===== src/rtl/sram_pixel_prefetch.sv =====
// Fetches framebuffer words from SRAM and unpacks each one MSB-first into the pixel FIFO.
// Optional macro PREFETCH_TESTPATTERN_EN adds a test_pattern input that replaces SRAM reads with generated words.
module sram_pixel_prefetch #(
    parameter int          ADDR_WIDTH = 5,
    parameter logic [20:0] FB_BASE    = 21'h000000,
    parameter int          FB_WORDS   = 19200
) (
    input  logic                  clk,
    input  logic                  reset_n,
    input  logic                  frame_start,
    output logic                  sram_req,
    output logic [20:0]           sram_addr,
    input  logic                  sram_ack,
    input  logic [31:0]           sram_rdata,
    output logic                  fifo_wr_en,
    output logic [7:0]            fifo_wr_data,
    input  logic                  fifo_full,
    input  logic [ADDR_WIDTH:0]   fifo_level
`ifdef PREFETCH_TESTPATTERN_EN
    ,
    input  logic                  test_pattern
`endif
);

    localparam int                DEPTH       = 1 << ADDR_WIDTH;
    localparam logic [ADDR_WIDTH:0] LEVEL_LIMIT = (ADDR_WIDTH + 1)'(DEPTH - 4);
    localparam logic [15:0]       LAST_COUNT  = 16'(FB_WORDS);

    typedef enum logic [1:0] {
        ST_IDLE   = 2'd0,
        ST_REQ    = 2'd1,
        ST_UNPACK = 2'd2,
        ST_DONE   = 2'd3
    } state_t;

    state_t      state_r, state_s;
    logic [15:0] word_cnt_r, word_cnt_s;
    logic [1:0]  byte_idx_r, byte_idx_s;
    logic [31:0] word_r, word_s;
    logic        abort_r, abort_s;
    logic        sram_req_r, sram_req_s;
    logic        fifo_wr_en_r, fifo_wr_en_s;
    logic [7:0]  fifo_wr_data_r, fifo_wr_data_s;
    logic        test_pattern_s;
    logic        complete_s;
    logic [31:0] fetched_s;

`ifdef PREFETCH_TESTPATTERN_EN
    assign test_pattern_s = test_pattern;
`else
    assign test_pattern_s = 1'b0;
`endif

    function automatic logic [7:0] select_byte(input logic [31:0] word, input logic [1:0] idx);
        case (idx)
            2'd0:    select_byte = word[31:24];
            2'd1:    select_byte = word[23:16];
            2'd2:    select_byte = word[15:8];
            default: select_byte = word[7:0];
        endcase
    endfunction

    function automatic logic [31:0] pattern_word(input logic [5:0] cnt);
        pattern_word = {cnt, 2'b00, cnt, 2'b01, cnt, 2'b10, cnt, 2'b11};
    endfunction

    assign sram_addr    = FB_BASE + {5'd0, word_cnt_r};
    assign sram_req     = sram_req_r;
    assign fifo_wr_en   = fifo_wr_en_r;
    assign fifo_wr_data = fifo_wr_data_r;

    // A generated word completes the fetch before any request is raised.
    assign complete_s = (test_pattern_s && !sram_req_r) || (sram_ack && sram_req_r);
    assign fetched_s  = (test_pattern_s && !sram_req_r) ? pattern_word(word_cnt_r[5:0]) : sram_rdata;

    // Next-state, counter and registered-output decode
    always_comb begin
        state_s        = state_r;
        word_cnt_s     = word_cnt_r;
        byte_idx_s     = byte_idx_r;
        word_s         = word_r;
        abort_s        = abort_r;
        sram_req_s     = 1'b0;
        fifo_wr_en_s   = 1'b0;
        fifo_wr_data_s = fifo_wr_data_r;
        case (state_r)
            ST_IDLE: begin
                if (frame_start) begin
                    word_cnt_s = 16'd0;
                end else if (fifo_level <= LEVEL_LIMIT) begin
                    state_s    = ST_REQ;
                    sram_req_s = ~test_pattern_s;
                end else begin
                    state_s = ST_IDLE;
                end
            end
            ST_REQ: begin
                sram_req_s = 1'b1;
                if (complete_s) begin
                    sram_req_s = 1'b0;
                    abort_s    = 1'b0;
                    // A restart seen during the fetch throws the returned word away.
                    if (frame_start || abort_r) begin
                        word_cnt_s = 16'd0;
                        state_s    = ST_IDLE;
                    end else begin
                        word_s     = fetched_s;
                        byte_idx_s = 2'd0;
                        state_s    = ST_UNPACK;
                    end
                end else if (frame_start) begin
                    abort_s = 1'b1;
                end else begin
                    abort_s = abort_r;
                end
            end
            ST_UNPACK: begin
                if (frame_start) begin
                    word_cnt_s = 16'd0;
                    byte_idx_s = 2'd0;
                    state_s    = ST_IDLE;
                end else if (!fifo_full) begin
                    fifo_wr_en_s   = 1'b1;
                    fifo_wr_data_s = select_byte(word_r, byte_idx_r);
                    if (byte_idx_r == 2'd3) begin
                        byte_idx_s = 2'd0;
                        word_cnt_s = word_cnt_r + 16'd1;
                        state_s    = ((word_cnt_r + 16'd1) == LAST_COUNT) ? ST_DONE : ST_IDLE;
                    end else begin
                        byte_idx_s = byte_idx_r + 2'd1;
                    end
                end else begin
                    byte_idx_s = byte_idx_r;
                end
            end
            ST_DONE: begin
                if (frame_start) begin
                    word_cnt_s = 16'd0;
                    state_s    = ST_IDLE;
                end else begin
                    state_s = ST_DONE;
                end
            end
            default: begin
                state_s = ST_IDLE;
            end
        endcase
    end

    // State and output registers with synchronous reset
    always_ff @(posedge clk) begin
        if (!reset_n) begin
            state_r        <= ST_IDLE;
            word_cnt_r     <= 16'd0;
            byte_idx_r     <= 2'd0;
            word_r         <= 32'd0;
            abort_r        <= 1'b0;
            sram_req_r     <= 1'b0;
            fifo_wr_en_r   <= 1'b0;
            fifo_wr_data_r <= 8'd0;
        end else begin
            state_r        <= state_s;
            word_cnt_r     <= word_cnt_s;
            byte_idx_r     <= byte_idx_s;
            word_r         <= word_s;
            abort_r        <= abort_s;
            sram_req_r     <= sram_req_s;
            fifo_wr_en_r   <= fifo_wr_en_s;
            fifo_wr_data_r <= fifo_wr_data_s;
        end
    end

endmodule


===== config.mk =====
export PLATFORM = sky130hd
export DESIGN_NAME = sram_pixel_prefetch
export DESIGN_NICKNAME = d
export VERILOG_FILES = /design/src/rtl/sram_pixel_prefetch.sv
export SDC_FILE = /design/constraint.sdc
export NUM_CORES = 1
export LEC_CHECK = 0
export BUFFER_PORTS_ARGS = -buffer_cell sky130_fd_sc_hd__buf_2
export CAP_MARGIN = 20
export CELL_PAD_IN_SITES_DETAIL_PLACEMENT = 1
export CELL_PAD_IN_SITES_GLOBAL_PLACEMENT = 1
export CORE_MARGIN = 3
export CORE_UTILIZATION = 42
export DETAILED_ROUTE_END_ITERATION = 7
export PLACE_DENSITY_LB_ADDON = 0.1
export SLEW_MARGIN = 20
export SYNTH_ARGS = -nofsm -noshare
export SYNTH_HDL_FRONTEND = slang
export SYNTH_SLANG_ARGS = --single-unit

===== constraint.sdc =====
create_clock -name clk -period 4.8 [get_ports clk]
set_input_delay 0.48 -clock clk [delete_from_list [all_inputs] [get_ports clk]]
set_output_delay 0.48 -clock clk [all_outputs]
set_load 0.01 [all_outputs]

**Word-level counts from Yosys, hierarchy flattened**

Cells that the tools add are included.

- Add/sub/neg operators: 2
- Shifts and indexed selects: 0
- Mux-type cells: 31
- Equal/unequal tests: 14
- $mul: 0
- Div/mod/pow operators: 0
- Magnitude comparators: 1
- Bitwise logic cells: 5
- Reduce and logical (&&, ||, !) cells: 14

Operators with widths:

| kind | number |
|---|---|
| $mux 16 | 6 |
| $pmux 16 s3 | 1 |
| $mux 2 | 13 |
| $pmux 8 s3 | 1 |
| $add 16x1->16 const B | 1 |
| $eq 16x15->1 const B | 1 |
| $eq 2x2->1 const B | 4 |
| $ne 2x2->1 const B | 4 |
| $pmux 2 s4 | 1 |
| $reduce_and 4->1 | 2 |
| $mux 1 | 7 |
| $le 6x5->1 const B | 1 |
| $ne 3x3->1 const B | 2 |
| $reduce_and 3->1 | 2 |
| $not 1->1 | 5 |
| $reduce_and 5->1 | 1 |
| $eq 2x1->1 const B | 2 |
| $logic_not 2->1 | 2 |
| $pmux 2 s2 | 1 |
| $reduce_bool 2->1 | 2 |
| $reduce_or 3->1 | 1 |
| $add 2x1->2 const B | 1 |
| $ne 2x1->1 const B | 1 |
| $pmux 1 s2 | 1 |
| 4 further kinds | 4 |

- Memory bits (writable): 0
- Output and inout bits: 31
- Latch bits: 0
- Memory bits (read-only): 0
- Input bits: 43
- Flip-flop bits (word level): 63
- Memories: 0

**Logic depth before layout (Yosys ltp)**

Gate-level depths: netlist of run 1.

- Depth in word-level cells: 7
- Mapped depth: 8
- Gate-level depth less buffers: 7

**Least setup slack after synthesis of run 1**

OpenSTA, ideal clock, no wires.

- Path type: flip-flop to flip-flop
- From: register word_cnt_r[0]
- To: register word_cnt_r[12]
- Setup slack: 2.879 ns
- Library setup time: 0.070 ns
- Cell stages (with the launch flop): 8
- Data arrival time: 1.851 ns
- Data required time: 4.730 ns
- Path buffers: 1
- Path through: dfxtp_1 > ha_1 > buf_2 > nand3_2 > nor3_1 > nand3_1 > or3_1 > a21boi_1

- Word-level cells in the longest chain between the ends: 5

Ends and longest elaborated chain:

| element | RTL line | source |
|---|---|---|
| start: declaration | 37 | `logic [15:0] word_cnt_r, word_cnt_s;` |
| start signal: assignment | 163 | `word_cnt_r <= word_cnt_s;` |
| $add 16x1->16 | 127 | `word_cnt_s = word_cnt_r + 16'd1;` |
| $mux 16 | 125 | `if (byte_idx_r == 2'd3) begin` |
| $mux 16 | 122 | `end else if (!fifo_full) begin` |
| $mux 16 | 118 | `if (frame_start) begin` |
| $pmux 16 s3 | 86 | `case (state_r)` |

No other way between the ends. The select of a mux whose other input is x is not followed.
A chain may end at the register's enable or synchronous reset.

**Worst setup path after layout of run 1**

- From: register byte_idx_r[1]
- To: register word_cnt_r[3]

- Word-level cells in the longest chain between the ends: 3

Ends and longest elaborated chain:

| element | RTL line | source |
|---|---|---|
| start: declaration | 38 | `logic [1:0] byte_idx_r, byte_idx_s;` |
| start signal: assignment | 164 | `byte_idx_r <= byte_idx_s;` |
| $eq 2x2->1 | 125 |  |
| $ne 3x3->1 (no source line) | - |  |
| $reduce_and 5->1 (no source line) | - |  |

No other way between the ends.

==> results.cfg, run 1 <==
[yosys]
synth-seq-cells = 63
synth_top_family_by_area = simple AND/OR/NAND/NOR gates
synth_xor_area_share_pct = 1.06
synth.avg_cell_area_um2 = 7.98
synthDistinctLibCells = 50
synth-compound-area-share_pct = 24.1
synth_seq_area_share_pct = 38.0
synth-simple-area-share_pct = 26.7
muxShareOfSynthArea_pct = 0.603
postSynthCellCount = 416
yosysWarnings = 0
synth_fa_ha_area_share_pct = 3.77
syn_area_um2 = 3320

[detailed_routing]
drtIter0Drc = 209
dr.pass1.iters = 7
num_vias = 3144
ant_nets = 0
wl_per_cell_um = 16.2
wirelength_um = 9290
via_per_inst = 5.50
drcViolationCount = 0

[floorplanning]
initial_core_util_pct = 44.6
core_area_um2 = 7450
fp-row-count = 31
die_y_um = 94.9
die_w_um = 94.9
dieArea_um2 = 9010
design.portCount = 74

[grt]
grt_start_max_net_pins = 65
antenna_found_initial = 0
grt_pass1_vias = 2961
grt_pass1_wl_um = 15200
overflow = 0
grt_use_total_pct = 22.0

[clock_network]
postCtsHoldBufs = 0
root_buffer = clkbuf_8
postCtsSetupRepairBufs = 0
clock_path_buffers = 2
clk_latency_ns = 0.35
cts_tree = built
clock-sinks = 63
cts.clk_slew.worst_paths_ns = 0.08
cts_buffers = 9
htreeDepth = 3
cts_resized = 0

[placed_design]
dpl.hpwl_um = 6320
gp_congestion = 0.814
port-buffer-count = 68
dp_cells = 556

[final_layout]
nNetsFinal = 521
area_delta_synth_final_pct = 17.0
stdcell_count = 572
layout-drive-gt1-share_pct = 20.3
antenna_cells = 0

[run]
cap_violations = 0

[power]
p_leak_nw = 1.47
ir_drop_mv = 0.198
power_density_nw_per_um2 = 285

[sta]
rsz0062_at_grt = false
final-setup-viol-count = 0
slew_viol_final = 0
finalHoldViolCount = 0
whs_ns = 0.378
period_needed_ns = 2.30
finalCritPeriodShare_pct = 48.0
tightest_slew_ns = 0.940
setup_tns_ns = 0
fin_worst_skew_ns = 0.0101
slew_headroom_pct = 37.4
clock.fmax_mhz = 434

[setup_path]
worst-path-buf-inv = 0
crit_family = simple AND/OR/NAND/NOR gates
crit_type = reg -> reg
cp.required_ns = 5.08
critPathMaxStageDelay_ns = 0.58
rrSetupSlack_ns = 2.50
critical_path.slowest_cell = ha_1
startpoint_type = register
crit_arrival_ns = 2.58
crit_fanout = 17
crit_chain = ha_1, nand2b_4, a21o_1, or3_4, or3_1, a21boi_1
end_kind = register

[status]
outcome = finished, final reports clean

[min_path]
hold_class = in -> reg
==> flip-flops by register name, indices dropped and copies added, names as in the netlist <==
name and cells:
abort_r 1, byte_idx_r 2, fifo_wr_data 8, fifo_wr_en 1, sram_req 1, state_r 2, word_cnt_r 16, word_r 32
==> layout make-up <==
class / count / area [µm²]
inverters: 8 / 30.0
clock buffers: 9 / 124
repair buffers: 70 / 355
flip-flops and latches: 63 / 1260
well taps: 99 / 124
fillers: 942 / 3560
multi-input cells: 316 / 1890
clock inverters: 7 / 97.6
==> power breakdown <==
| part | leakage (nW) | internal (mW) | switching, mW |
|---|---|---|---|
| Combinational | 0.853 | 0.0258 | 0.0314 |
| Sequential | 0.508 | 0.525 | 0.00207 |
| Clock | 0.105 | 0.293 | 0.230 |
| Total | 1.47 | 0.843 | 0.263 |
==> cell usage after synthesis, drive strengths merged <==
master,instances,area (µm²)
nand2,101,379
dfxtp,63,1260
a21boi,54,405
o21ai,26,130
clkbuf,19,71.3
nor2,17,63.8
buf,14,87.6
nand3,12,65.1
ha,10,125
nor3,9,50.1
a21oi,8,40.0
a222oi,8,80.1
inv,8,30.0
nor2b,7,51.3
or3,6,42.5
a31oi,5,31.3
nand2b,5,46.3
nand3b,5,37.5
nand4,4,37.5
o2111ai,3,26.3
o21a,3,22.5
a22oi,2,15.0
and2,2,12.5
and3,2,12.5
and4,2,17.5
mux2i,2,20.0
nand4b,2,17.5
nor3b,2,15.0
o31ai,2,15.0
or4,2,15.0
xnor2,2,17.5
xor2,2,17.5
a2111oi,1,8.76
a21o,1,7.51
a311oi,1,8.76
conb,1,3.75
nor4,1,12.5
nor4bb,1,10.0
o2bb2ai,1,8.76
==> worst paths after layout <==
kind                         from         endpoint  cells past startpoint
setup reg to reg    byte_idx_r[1]    word_cnt_r[3]                      6
hold reg to reg   fifo_wr_data[2]  fifo_wr_data[2]                      2
setup / recovery    byte_idx_r[1]    word_cnt_r[3]                      6
hold / removal      sram_rdata[1]        word_r[1]                      3
==> through the flow <==
| stage | cell area, µm² | setup slack (ns) | utilization (%) | power [mW] |
|---|---|---|---|---|
| finish | 3880 | 2.50 | 52.2 | 1.11 |
| global route | 3880 | 2.32 | 52.2 | 1.15 |
| CTS | 3880 | 2.45 | 52.1 | 1.12 |
| detailed placement | 3660 | 2.56 | 49.2 | 0.596 |
| global placement | 3660 | 2.63 | 49.2 | 0.595 |
| floorplan | 3330 | 2.88 | - | 0.572 |
==> cell families after synthesis <==
kind of cell	Yosys count
XOR/XNOR	4
flip-flops	63
buffers and inverters	41
adder cells (fa/ha/maj)	10
AND/OR/NAND/NOR	180
AO/OA/AOI/OAI	115
multiplexers	2
other	1
==> cells in the final DEF (no fill, tap or decap), drive strengths merged, types with 3 or more instances in the layout <==
cell type and n:
nand3b 5, a31oi 5, or3 6, nand4 4, a222oi 8, conb 5
a21boi 54, inv 8, o21a 3, clkbuf 9, nand2b 5, nand3 12
a21oi 8, nor3 9, clkinv 3, ha 10, nor2 17, buf 70
dfxtp 63, nand2 101, nor2b 7, o21ai 26, o2111ai 3
==> worst min-delay path: stages <==
cell and delay, ns:
buf_2 0.09, nand2_1 0.04, a21boi_0 0.06
==> metal layers <==
metal	global-route usage, %	wire, µm
met4	6.97	139
met1	33.1	4750
met3	4.62	541
met5	0	0
met2	30.9	3860
Note: power is estimated with default switching activity, not from simulation.
==> run 2: changes to the inputs <==
- CORE_UTILIZATION: 42 -> 39
- clock period: 4.8 -> 2.4 ns (I/O delays scaled with it)
==> run 2 against run 1 <==
First-iteration DRC count is 56% lower. Wire length is 1.6% higher. Non-clock buffer count grew 6. Critical path depth is the same. Highest routed layer unchanged.
==> results.cfg, run 2 (synthesis gave the netlist of run 1 again) <==
[clock_network]
root_buffer = clkbuf_8
clk_latency_ns = 0.34
clock_path_buffers = 2
cts_buffers = 9
htreeDepth = 3
cts_tree = built
cts.clk_slew.worst_paths_ns = 0.07
clock-sinks = 63

[min_path]
holdPathStages = 3
hold_class = in -> reg

[floorplanning]
die_w_um = 98.3
initial_core_util_pct = 40.2
dieArea_um2 = 9650
design.portCount = 74
die_y_um = 98.3
fp-row-count = 33
core_area_um2 = 8260

[detailed_routing]
via_per_inst = 5.41
dr.pass1.iters = 5
drcViolationCount = 0
wl_per_cell_um = 16.2
ant_nets = 0
drtIter0Drc = 93
wirelength_um = 9430
num_vias = 3162

[grt]
grt_start_max_net_pins = 64
grt_use_total_pct = 19.6
grt_pass1_vias = 3171
grt_pass1_wl_um = 15400
antenna_found_initial = 0
overflow = 0

[placed_design]
dpl.hpwl_um = 6600
dp_cells = 568
dp_slack_ns = 0.182
gp_congestion = 0.794
port-buffer-count = 68

[power]
switching_share_pct = 23.0
power_density_nw_per_um2 = 533
ir_drop_mv = 0.221
p_int_mw = 1.61
seq_power_share_pct = 50.5
switching_power_mw = 0.480
clkPwrFrac_pct = 43.9
p_leak_nw = 1.49
combPwrFrac_pct = 5.6
total_power_mw = 2.09

[status]
outcome = finished, final reports clean

[sta]
setup_tns_ns = 0
final-setup-viol-count = 0
tightest_slew_ns = 0.555
slew_viol_final = 0
finalHoldViolCount = 0
worst_slack_ns = 0.256
clock.fmax_mhz = 466
slew_headroom_pct = 63.0
rsz0062_at_grt = false
fin_worst_skew_ns = 0.00319
finalCritPeriodShare_pct = 89.3
period_needed_ns = 2.14

[setup_path]
crit_family = simple AND/OR/NAND/NOR gates
cp.required_ns = 2.68
crit_type = reg -> reg
crit_chain = ha_1, nand3_2, or4_1, nand3_1, o2111ai_1, o21ai_1
end_kind = register
critical_path.slowest_cell = or4_1
r2r_cells = 6
worst-path-buf-inv = 0
crit_arrival_ns = 2.42
critPathMaxStageDelay_ns = 0.56
crit_fanout = 10
startpoint_type = register
worst-path-stages = 6

[final_layout]
layout-drive-gt1-share_pct = 21.1
final_cell_mix = nand2_1 (101), buf_2 (68), dfxtp_1 (63)
nNetsFinal = 527
nFillCells = 1037
stdcell_count = 584
largest_register_ffs = 32
final_common_cell = nand2_1
antenna_cells = 0
area_delta_synth_final_pct = 17.8
largest-register = word_r

[run]
cap_violations = 0
==> run 2: changes by cell type in the layout (fill, tap and decap cells not counted), moves of 2 or more <==
cell | before | now
clkbuf_1 | 0 | 2
clkinv_4 | 2 | 0
clkinv_2 | 1 | 3
buf_4 | 2 | 8
clkinvlp_4 | 2 | 0
==> run 2: power by group through the flow <==
stage / sequential [mW] / combinational [mW] / clock (mW)
finish: 1.05 / 0.116 / 0.916
global route: 1.05 / 0.130 / 0.996
CTS: 1.05 / 0.118 / 0.942
detailed placement: 1.08 / 0.117 / 0
global placement: 1.08 / 0.115 / 0
floorplan: 1.08 / 0.0676 / 0
==> run 2: final timing paths <==
path | slack, ns | to | start
max | 0.26 | state_r[1] | word_cnt_r[0]
min | 0.14 | word_r[9] | sram_rdata[9]
max reg2reg | 0.26 | state_r[1] | word_cnt_r[0]
min reg2reg | 0.46 | fifo_wr_data[5] | fifo_wr_data[5]
==> run 2: layout make-up <==
cell class / instances / area, µm² / share of cell area (%)
clock buffers: 12 / 145 / 3.71
clock inverters: 4 / 45.0 / 1.15
inverters: 8 / 30.0 / 0.768
multi-input cells: 316 / 1900 / 48.5
flip-flops and latches: 63 / 1260 / 32.2
well taps: 105 / 131 / 3.36
repair buffers: 76 / 400 / 10.2
==> run 2: worst reg2reg max path: stages, from the launching register on <==
cell and delay [ns]:
dfxtp_1 0.49, ha_1 0.36, nand3_2 0.24, or4_1 0.56
nand3_1 0.10, o2111ai_1 0.18, o21ai_1 0.15
==> run 2: repair_timing <==
action                                  in CTS  in global routing
hold buffers                                 0                  0
gates resized for setup                      0                  2
buffers inserted                             0                  0
hold endpoints to repair                     0                  0
endpoints found under the setup margin       0                  3
==> run 2: routing by layer <==
layer  vias up  GRT usage, %  routed length (µm)
met2        67          34.3                4790
li1       1559             -                   -
met5         -             0                   0
met4         0          7.67                 151
met1      1526          23.4                4060
met3        10          4.36                 424
==> run 2: stage by stage <==
stage / hold WS (ns) / util (%) / instance area [µm²]
global route: 0.133 / 47.4 / 3910
finish: 0.140 / 47.4 / 3910
floorplan: 0.385 / - / 3330
detailed placement: 0.459 / 45.0 / 3710
CTS: 0.128 / 47.3 / 3900
global placement: 0.448 / 45.0 / 3710
